===== config.mk =====
export PLATFORM = sky130hd
export DESIGN_NAME = crc32_rx_check
export DESIGN_NICKNAME = d
export VERILOG_FILES = /design/src/rtl/crc32_rx_check.sv
export SDC_FILE = /design/constraint.sdc
export NUM_CORES = 1
export LEC_CHECK = 0
export BUFFER_PORTS_ARGS = -buffer_cell sky130_fd_sc_hd__buf_4
export CAP_MARGIN = 20
export CORE_MARGIN = 3
export CORE_UTILIZATION = 35
export CTS_BUF_LIST = sky130_fd_sc_hd__clkbuf_8 sky130_fd_sc_hd__clkbuf_16
export DETAILED_ROUTE_END_ITERATION = 8
export HOLD_SLACK_MARGIN = 0.1
export SYNTH_ARGS = -nofsm -noshare
export SYNTH_HDL_FRONTEND = slang
export SYNTH_SLANG_ARGS = --single-unit

===== constraint.sdc =====
create_clock -name i_clk -period 3 [get_ports i_clk]
set_input_delay 0.15 -clock i_clk [delete_from_list [all_inputs] [get_ports i_clk]]
set_output_delay 0.15 -clock i_clk [all_outputs]
set_load 0.03 [all_outputs]

===== src/rtl/crc32_rx_check.sv =====
// Receive-side CRC-32 checker: bit-serial, MSB-first polynomial division of a
// byte-framed stream including its trailing CRC, with pass/fail and length report.
module crc32_rx_check #(
  parameter logic [31:0] POLYNOMIAL      = 32'h04C11DB7,
  parameter int unsigned MIN_FRAME_BYTES = 5
) (
  input  logic        i_clk,
  input  logic        i_rst_n,
  input  logic [7:0]  i_data,
  input  logic        i_valid,
  input  logic        i_last,
  output logic        o_ready,
  output logic        o_done,
  output logic        o_crc_ok,
  output logic        o_len_err,
  output logic [15:0] o_byte_count,
  output logic [31:0] o_remainder
);

  localparam int unsigned CNT_W   = 16;
  localparam int unsigned CRC_W   = 32;
  localparam logic [CNT_W-1:0] MIN_LEN = CNT_W'(MIN_FRAME_BYTES);
  localparam logic [CNT_W-1:0] CNT_MAX = '1;

  typedef enum logic [1:0] {
    ACCEPT = 2'd0,
    SHIFT  = 2'd1,
    REPORT = 2'd2
  } state_t;

  state_t           state;
  logic [7:0]       shreg;
  logic             last_q;
  logic [2:0]       bit_cnt;
  logic [CRC_W-1:0] lfsr;
  logic [CNT_W-1:0] count;

  logic [CRC_W-1:0] lfsr_step_c;
  logic             len_err_c;

  // One division step with the next message bit taken from the shift register MSB
  assign lfsr_step_c = {lfsr[CRC_W-2:0], shreg[7]} ^ (lfsr[CRC_W-1] ? POLYNOMIAL : '0);
  assign len_err_c   = (count < MIN_LEN);
  assign o_remainder = lfsr;

  always_ff @(posedge i_clk or negedge i_rst_n) begin
    if (!i_rst_n) begin
      state        <= ACCEPT;
      shreg        <= '0;
      last_q       <= 1'b0;
      bit_cnt      <= '0;
      lfsr         <= '0;
      count        <= '0;
      o_ready      <= 1'b1;
      o_done       <= 1'b0;
      o_crc_ok     <= 1'b0;
      o_len_err    <= 1'b0;
      o_byte_count <= '0;
    end else begin
      o_done <= 1'b0;
      case (state)
        ACCEPT: begin
          if (i_valid && o_ready) begin
            shreg   <= i_data;
            last_q  <= i_last;
            bit_cnt <= 3'd7;
            if (count != CNT_MAX) begin
              count <= count + 16'd1;
            end
            state   <= SHIFT;
            o_ready <= 1'b0;
          end
        end
        SHIFT: begin
          lfsr    <= lfsr_step_c;
          shreg   <= {shreg[6:0], 1'b0};
          bit_cnt <= bit_cnt - 3'd1;
          if (bit_cnt == 3'd0) begin
            if (last_q) begin
              // Result flags use the remainder being written on this same edge
              state        <= REPORT;
              o_done       <= 1'b1;
              o_len_err    <= len_err_c;
              o_crc_ok     <= (lfsr_step_c == '0) && !len_err_c;
              o_byte_count <= count;
            end else begin
              state   <= ACCEPT;
              o_ready <= 1'b1;
            end
          end
        end
        REPORT: begin
          lfsr    <= '0;
          count   <= '0;
          state   <= ACCEPT;
          o_ready <= 1'b1;
        end
        default: begin
          state   <= ACCEPT;
          o_ready <= 1'b1;
        end
      endcase
    end
  end

endmodule


==> results.cfg <==
[global_route]
top_usage_layer = met2
grt_max_degree = 83
use_met1 = 0.217
grt_pass1_vias = 3122
use_met2 = 0.243
grt_pass1_wl_mm = 16.2
grt_overflow = 0
antenna_found_initial = 0
use_met3 = 0.0393
grt.total_usage = 0.158

[power_and_ir_drop]
swShare = 0.208
p_sw_w = 0.000487
ir_worst_vdd_v = 0.000347
p_leak_nw = 2.22
seq_power_share = 0.475
powerDensity_nw_per_um2 = 470
power_frac_clock = 0.504
p_total_w = 0.00234
comb_power_share = 0.021
p_int_w = 0.00186

[timing]
finalCritPeriodShare = 0.817
min_period_ns = 2.45
fin_hold_ws_ns = 0.104
drv_slew = 0
fmax_mhz = 408
tns_ns = 0
worst_pin_slew_ns = 0.798
final-hold-violation-count = 0
slew_headroom = 0.463
fin_ws_ns = 0.549
rsz0062_at_grt = no
skew_ns = 0.00544
finalSetupViolCount = 0

[layout]
area_growth_pct = 22.8
final_common_cell = dfrtp_1
final_cell_mix = dfrtp_1 (81), nand2_1 (70), buf_4 (69)
nNetsFinal = 508
n_antenna_cell = 0
layout-drive-gt1-share = 0.193
fin_util = 0.450

[routing]
vias = 3228
viasPerCell = 5.10
wl_per_cell_um = 15.1
firstDrtPassIters = 4
drtIter0Drc = 184
final_antenna_net_count = 0
drt-total-wl_mm = 9.56
drc_errors = 0

[critical_path]
arrival_ns = 2.66
slowest_delay_ns = 0.66
worstSetupPathType = register to register
cpMaxStageDelayCell = or4_1
start_kind = register
required_ns = 3.21
crit_path_end_kind = register
path_buf_inv = 1
cp_max_fo = 10
path_cells = inv_1, ha_1, nand3_4, or4_1, a2111oi_2, xnor2_1, o21ai_1
critPathTopFamily = simple AND/OR/NAND/NOR gates

[yosys]
synth_edf_count = 0
async_reset_ff_frac = 1.00
synth_top_flop_cell = dfrtp_1
synth_top_family_by_area = simple AND/OR/NAND/NOR gates
synthTopCellsByArea = dfrtp_1 (50%), nand2_1 (6.5%), xnor2_1 (5.2%)
ys_ff_latch = 82
synth_fa_ha_area_frac = 0.0247
synth_nets = 456
synth_warnings = 0
syn_inst = 436
yosysTopAreaCell = dfrtp_1
avgSynthCellArea_um2 = 9.31
synth_seq_area_share = 0.506
netlist_area_um2 = 4060
yosysTopAreaCellShare = 0.499
synth_compound_area_frac = 0.129
synth.distinct_cells = 45
yosys.area_share.xor_xnor = 0.0539
yosys-mux-area-fraction = 0.0225
synthSimpleGateAreaFrac = 0.191

[placement]
pre_cts_ws_ns = 0.558
gp_congestion = 0.873
port_buffers = 63
dp_hpwl_mm = 6.33

[clock_network]
cts.root.buffer_cell = clkbuf_16
path_clk_slew_ns = 0.06
clock-sinks = 82
clock_latency_ns = 0.34
htree_levels = 3
numCtsBuffers = 9
cts_tree = done
cts.path.max_buffers = 2

[flow_run]
drv_cap = 0

[die]
die_area_um2 = 12900
die_y_um = 114
coreArea_um2 = 11100
initial_utilization = 0.366
fp-row-count = 38
pin_count = 64
chipWidth_um = 114

[outcome]
status = completed

[worst_hold_path]
hold_class = input pin to register
per-layer routing:
metal | part of all wire | up-vias
li1 | - | 1584
met1 | 0.47 | 1547
met2 | 0.47 | 84
met3 | 0.049 | 13
met4 | 0.018 | 0
met5 | 0 | -
repair_timing:
item	CTS	global route
gates resized for setup	0	0
hold buffers	2	0
hold endpoints to repair	82	0
setup buffers	0	0
cell families (layout without fill, tap and decap cells):
family,after synthesis,in the layout
mux,9,9
compound gates,85,85
simple gates,153,153
buf+inv,74,131
xor+xnor,25,25
fa+ha+maj,8,8
flops,82,82
power by group through the flow:
stage,Sequential [W],Combinational [W],Clock (W)
3_5_place_dp,0.00113,0.0000438,0
3_3_place_gp,0.00113,0.0000429,0
6_report,0.00111,0.0000482,0.00118
4_1_cts,0.00111,0.0000464,0.00121
5_1_grt,0.00111,0.0000556,0.00125
2_1_floorplan,0.00113,0.00000802,0
cells in the mapped netlist (all sizes together), types with 5 or more instances:
master,number
o22ai,14
o21ai,40
buf,12
a21oi,14
or4,6
mux2i,8
nand2,70
nand3,9
nand4,11
clkbuf,19
nor3,5
xnor2,24
dfrtp,81
nor2,17
ha,8
nand3b,18
nor4,8
inv,42
registers in the layout, summed over array words and instances, names as in the netlist:
name	flops
o_remainder	32
count	16
o_byte_count	16
shreg	8
bit_cnt	3
state	2
last_q	1
o_crc_ok	1
o_done	1
o_len_err	1
o_ready	1
worst reg2reg max path: stages (launching register included):
cell and delay (ns):
dfrtp_1 0.38, inv_1 0.13, ha_1 0.38, nand3_4 0.17, or4_1 0.66, a2111oi_2 0.37
xnor2_1 0.16, o21ai_1 0.07
per-stage QoR:
step	instances	cell area, um^2
global placement	613	4610
global route	633	4980
CTS	631	4950
detailed placement	613	4610
floorplan	436	4060
finish	633	4980
area by class of cell:
cell class                 instances  area (um^2)
clock buffer                       9          225
sequential                        82         2050
timing repair buffer              72          566
fill                            1072         6090
tap                              140          175
multi-input combinational        280         1710
clock inverter                     7         93.8
inverter                          43          161
path summary, 6_finish.rpt:
kind	end	cells past startpoint	slack (ns)	start
worst min register to register	o_byte_count[11]	2	0.48	o_byte_count[11]
max in group asynchronous	o_ready	3	2.07	i_rst_n
worst min-delay path	shreg[4]	3	0.10	i_data[4]
worst max-delay path	count[13]	7	0.55	state[0]
worst max register to register	count[13]	7	0.55	state[0]
min in group asynchronous	o_byte_count[9]	2	0.28	i_rst_n
Note: power is estimated with default switching activity, not from simulation.
